## src/rtl/imem_fetch_pkg.sv

```systemverilog
// Shared types and constants for the instruction-fetch sequencer.
package imem_fetch_pkg;

   localparam int DEF_PC_W    = 8;
   localparam int DEF_INSTR_W = 32;
   localparam int PC_STEP     = 4;
   localparam int FETCH_DEPTH = 2;

   typedef enum logic {
      ST_IDLE = 1'b0,
      ST_RUN  = 1'b1
   } fetch_state_e;

   typedef struct packed {
      logic [DEF_PC_W-1:0]    pc;
      logic [DEF_INSTR_W-1:0] instr;
   } fetch_entry_t;

endpackage

```

## src/rtl/imem_fetch_ctrl_buf.sv

```systemverilog
// Two-entry in-order queue of fetched {pc, instr} words.
// The head always lives in slot 0, so the head outputs come straight from a flop.
module fetch_buf
   import imem_fetch_pkg::*;
#(
   parameter type entry_t = fetch_entry_t
) (
   input  logic       clk,
   input  logic       rst_n,
   input  logic       flush,
   input  logic       push,
   input  entry_t     push_data,
   input  logic       pop,
   output logic [1:0] count,
   output logic       head_valid,
   output entry_t     head
);

   entry_t     slot_q [FETCH_DEPTH];
   entry_t     slot_d [FETCH_DEPTH];
   logic [1:0] count_q;
   logic [1:0] count_d;
   logic       pop_ok;
   logic       push_ok;
   logic [1:0] wr_idx;

   // Next-state of the queue: pop shifts slot 1 forward, push lands behind the survivors.
   always_comb begin
      slot_d  = slot_q;
      count_d = count_q;
      pop_ok  = pop & (count_q != 2'd0);
      wr_idx  = count_q - {1'b0, pop_ok};
      push_ok = push & (wr_idx < 2'(FETCH_DEPTH));
      if (flush) begin
         count_d = 2'd0;
      end else begin
         if (pop_ok) begin
            slot_d[0] = slot_q[1];
         end
         if (push_ok) begin
            slot_d[wr_idx[0]] = push_data;
         end
         count_d = count_q - {1'b0, pop_ok} + {1'b0, push_ok};
      end
   end

   // Queue storage and occupancy registers.
   always_ff @(posedge clk) begin
      if (!rst_n) begin
         count_q <= 2'd0;
         for (int i = 0; i < FETCH_DEPTH; i++) begin
            slot_q[i] <= '0;
         end
      end else begin
         count_q <= count_d;
         for (int i = 0; i < FETCH_DEPTH; i++) begin
            slot_q[i] <= slot_d[i];
         end
      end
   end

   assign count      = count_q;
   assign head_valid = (count_q != 2'd0);
   assign head       = slot_q[0];

endmodule

```

## src/rtl/imem_fetch_ctrl.sv

```systemverilog
// Instruction-fetch sequencer: drives the IMEM address, tracks the single
// outstanding read, and queues returned words for decode.
module imem_fetch_ctrl
   import imem_fetch_pkg::*;
#(
   parameter int               PC_W     = DEF_PC_W,
   parameter int               INSTR_W  = DEF_INSTR_W,
   parameter logic [PC_W-1:0]  RESET_PC = '0
) (
   input  logic               CLK,
   input  logic               RST_N,
   input  logic               FETCH_EN,
   input  logic               REDIRECT_VALID,
   input  logic [PC_W-1:0]    REDIRECT_PC,
   output logic [PC_W-1:0]    MEM_PC,
   input  logic [INSTR_W-1:0] IMEM_instruction,
   output logic               INSTR_VALID,
   output logic [PC_W-1:0]    INSTR_PC,
   output logic [INSTR_W-1:0] INSTR,
   input  logic               INSTR_READY
);

   typedef struct packed {
      logic [PC_W-1:0]    pc;
      logic [INSTR_W-1:0] instr;
   } entry_t;

   fetch_state_e    state_q, state_d;
   logic [PC_W-1:0] mem_pc_q, mem_pc_d;
   logic [PC_W-1:0] inflight_pc_q, inflight_pc_d;
   logic            inflight_q, inflight_d;
   logic            kill_q, kill_d;

   logic [1:0]      buf_count;
   logic            buf_valid;
   entry_t          buf_head;
   entry_t          push_entry;
   logic            deq;
   logic            issue;
   logic            push;
   logic [2:0]      credit_used;

   // Credit check, issue decision and next values for the address/in-flight/FSM flops.
   always_comb begin
      deq         = buf_valid & INSTR_READY;
      // Slots that will be taken once this cycle's return lands and the head leaves.
      credit_used = {1'b0, buf_count} + {2'b00, inflight_q} - {2'b00, deq};
      issue       = (state_q == ST_RUN) & ~REDIRECT_VALID & (credit_used < 3'(FETCH_DEPTH));
      // A return coinciding with a redirect belongs to the abandoned path.
      push        = inflight_q & ~kill_q & ~REDIRECT_VALID;

      push_entry.pc    = inflight_pc_q;
      push_entry.instr = IMEM_instruction;

      state_d       = FETCH_EN ? ST_RUN : ST_IDLE;
      mem_pc_d      = mem_pc_q;
      inflight_pc_d = inflight_pc_q;
      inflight_d    = issue;
      // Marks the cycle after a redirect so nothing tagged before the flush can land.
      kill_d        = REDIRECT_VALID;

      if (REDIRECT_VALID) begin
         mem_pc_d = REDIRECT_PC & ~(PC_W'(3));
      end else if (issue) begin
         inflight_pc_d = mem_pc_q;
         mem_pc_d      = mem_pc_q + PC_W'(PC_STEP);
      end
   end

   // FSM state, fetch address and outstanding-read tracking.
   always_ff @(posedge CLK) begin
      if (!RST_N) begin
         state_q       <= ST_IDLE;
         mem_pc_q      <= RESET_PC;
         inflight_pc_q <= '0;
         inflight_q    <= 1'b0;
         kill_q        <= 1'b0;
      end else begin
         state_q       <= state_d;
         mem_pc_q      <= mem_pc_d;
         inflight_pc_q <= inflight_pc_d;
         inflight_q    <= inflight_d;
         kill_q        <= kill_d;
      end
   end

   fetch_buf #(
      .entry_t (entry_t)
   ) u_buf (
      .clk        (CLK),
      .rst_n      (RST_N),
      .flush      (REDIRECT_VALID),
      .push       (push),
      .push_data  (push_entry),
      .pop        (deq),
      .count      (buf_count),
      .head_valid (buf_valid),
      .head       (buf_head)
   );

   assign MEM_PC      = mem_pc_q;
   assign INSTR_VALID = buf_valid;
   assign INSTR_PC    = buf_head.pc;
   assign INSTR       = buf_head.instr;

endmodule

```

## config.mk

```make
export PLATFORM = sky130hd
export DESIGN_NAME = imem_fetch_ctrl
export DESIGN_NICKNAME = d
export VERILOG_FILES = /design/src/rtl/imem_fetch_pkg.sv /design/src/rtl/imem_fetch_ctrl_buf.sv /design/src/rtl/imem_fetch_ctrl.sv
export SDC_FILE = /design/constraint.sdc
export NUM_CORES = 1
export LEC_CHECK = 0
export CAP_MARGIN = 40
export CORE_AREA = 2 2 72 142
export DETAILED_ROUTE_END_ITERATION = 8
export DIE_AREA = 0 0 74 144
export PLACE_DENSITY = 0.76
export SLEW_MARGIN = 30
export SYNTH_ARGS = -nofsm -noshare
export SYNTH_HDL_FRONTEND = slang
export SYNTH_HIERARCHICAL = 1
export SYNTH_SLANG_ARGS = --single-unit
```

## constraint.sdc

```tcl
create_clock -name CLK -period 6.18 [get_ports CLK]
set_clock_uncertainty 0.1 [all_clocks]
set_input_delay 1.236 -clock CLK [delete_from_list [all_inputs] [get_ports CLK]]
set_output_delay 1.236 -clock CLK [all_outputs]
set_load 0.02 [all_outputs]
```

==> out/summary.txt <==
Outcome -> finished, final reports clean
Max VDD drop -> 0.148 mV
Initial Util -> 48.1%
CP endpoint kind -> flip-flop
Setup TNS -> 0 ns
Post-Syn Area -> 4630 um2
Placeable Area -> 9640 um2
CTS H-tree lvls -> 3
Total CTS buffers -> 9
Slew Limit Fails -> 0
Die height -> 144 um
Clock root cell -> clkbuf_16
Die Wd -> 74 um
Slowest stage delay, CP -> 0.61 ns
Final ANT Viol Nets -> 0
Buffers on Ports -> 89
CP most frequent cell -> buf_4
Post-Place Setup Slack -> 1.42 ns
Vias in the first global route -> 3485
Seq cells post-synth -> 97
# resized after CTS -> 0
Post-CTS Hold Fix Bufs -> 0
Minimum clock period -> 4.42 ns
Sink Count -> 97
YS warnings -> 6
DRC -> 0
Worst path slowest cell -> and3_2
Placement Rows -> 51
Startpoint Class -> primary input
Max frequency -> 226 MHz
Total congestion overflow -> 0
Synth Instances -> 491
Hold Vio Cnt, Final -> 0
Vias -> 3655
Ant diodes -> 0
Mapped Avg Cell Area -> 9.43 um2
Total global-route track usage -> 20.8%
Final WL -> 10800 um
Final Cycle Share -> 71.5%
Share of layout cells above drive strength 1 -> 6.43%
Initial DRC count -> 244
Final nets -> 574
Finish-stage setup viols -> 0
Min-delay worst type -> reg2reg
RSZ-0062 raised after global routing -> false
Worst-margin pin slew -> 0.803 ns
Lkg Pwr -> 2.14 nW
Final worst slack -> 1.76 ns
Routed wire per std cell -> 16.3 um
Setup CP Type -> in2reg
CP arrival -> 4.58 ns
Longest Clk Path Bufs -> 2
CTS clk-pin slew, worst paths -> 0.07 ns
Worst skew pair latency -> 0.34 ns
Normalized max-slew margin -> 46.4%
First-pass GRT wire length -> 17100 um
Setup Fix Bufs, Post-CTS -> 0
CTS tree -> done
Number of max-cap violations -> 0
Synth unique cells -> 32
Filler Cell Count -> 849
Final Wtd Congestion -> 0.724
Sequential element share of the synthesized area -> 41.9%
Detailed Place HPWL -> 6960 um
Vias/cell -> 5.53
WP data required -> 6.35 ns
Die ar. -> 10700 um2
Largest net degree at the start of global routing -> 61
Io pins -> 94
Initial antenna violation count -> 0
PwrDens -> 235 nW/um2
Area Growth Syn to Fin -> 21.1%
Worst-path cell chain -> clkdlybuf4s50_1 > and2_1 > o21ai_4 > inv_1 > ha_1 > xnor2_4 > buf_4 > and3_2 > buf_4 > mux2i_1
Max FO, Critical Path -> 24
Pre-Repair DR Iteration Count -> 4
through the flow:
stage	cell area (um2)	cells	total power [mW]	utilization [%]	hold slack (ns)
floorplan	4650	496	0.695	-	0.334
CTS	5590	659	1.33	58.0	0.359
detailed placement	5270	643	0.742	54.7	0.347
global placement	5270	643	0.740	54.7	0.341
global route	5610	661	1.37	58.2	0.375
finish	5610	661	1.32	58.2	0.357
per-layer routing:
| metal | vias to the layer above | global-route usage, % | wire, um |
|---|---|---|---|
| li1 | 1742 | - | - |
| met1 | 1785 | 23.3 | 4240 |
| met2 | 111 | 36.6 | 5770 |
| met3 | 17 | 3.34 | 426 |
| met4 | 0 | 11.0 | 320 |
| met5 | - | 0 | 0 |
report_power, final:
| part | internal (mW) | leakage (nW) | total, mW | switching [mW] |
|---|---|---|---|---|
| registers | 0.631 | 0.784 | 0.639 | 0.00740 |
| logic | 0.0438 | 1.21 | 0.0904 | 0.0466 |
| clock network | 0.353 | 0.144 | 0.591 | 0.238 |
| total | 1.03 | 2.14 | 1.32 | 0.292 |
layout make-up:
class | instances | area [um2] | share of cell area, %
clock inverter | 7 | 95.1 | 1.70
multi-input combinational | 312 | 2200 | 39.3
clock buffer | 9 | 225 | 4.02
tap | 132 | 165 | 2.94
timing repair buffer | 97 | 953 | 17.0
sequential | 97 | 1940 | 34.6
inverter | 7 | 26.3 | 0.468
cells in the mapped netlist (all sizes together):
library cell | number | area share (%)
a21oi | 6 | 0.65
a31o | 1 | 0.19
a32oi | 40 | 7.6
and2 | 6 | 0.81
and3 | 1 | 0.14
and4b | 1 | 0.22
buf | 56 | 8.9
clkbuf | 24 | 1.9
conb | 1 | 0.081
dfxtp | 97 | 42
fa | 1 | 0.43
ha | 4 | 1.1
inv | 7 | 0.57
mux2i | 87 | 19
nand2 | 83 | 6.7
nand2b | 2 | 0.27
nand3 | 2 | 0.22
nor2 | 4 | 0.32
nor2b | 6 | 0.81
nor3 | 3 | 0.57
nor3b | 1 | 0.16
nor4 | 2 | 0.54
o21ai | 47 | 5.2
or2 | 1 | 0.14
xnor2 | 6 | 1.3
xor2 | 2 | 0.54
cell usage in the layout (no fill, tap or decap), types with 7 or more instances in the layout:
master	instances
o21ai_0	46
nand2_1	83
clkdlybuf4s50_1	88
clkbuf_16	9
dfxtp_1	97
mux2i_1	87
a32oi_1	40
inv_1	7
path summary, 6_finish.rpt:
| check | start | to | slack (ns) | cells past startpoint |
|---|---|---|---|---|
| hold / removal | flip-flop | flip-flop | 0.36 | 2 |
| setup / recovery | INSTR_READY | flip-flop | 1.76 | 10 |
| hold reg to reg | flip-flop | flip-flop | 0.36 | 2 |
| setup reg to reg | u_buf/count[1] | flip-flop | 2.23 | 10 |
worst max-delay path: cells and delay by family:
kind / cells / cell delay (ns)
xor+xnor: 1 / 0.56
mux: 1 / 0.26
fa+ha+maj: 1 / 0.23
simple gates: 2 / 0.80
compound gates: 1 / 0.07
buf+inv: 4 / 1.40
kinds of logic (layout without fill, tap and decap cells):
| kind of cell | after synthesis | after routing | synth area share, % |
|---|---|---|---|
| buf+inv | 87 | 120 | 11.4 |
| other cells | 1 | 6 | 0.0810 |
| simple gates | 112 | 112 | 10.9 |
| compound gates | 94 | 94 | 13.6 |
| xor+xnor | 8 | 8 | 1.84 |
| fa+ha+maj | 5 | 5 | 1.51 |
| flops | 97 | 97 | 41.9 |
| mux | 87 | 87 | 18.8 |
(Power assumes the default switching activity.)
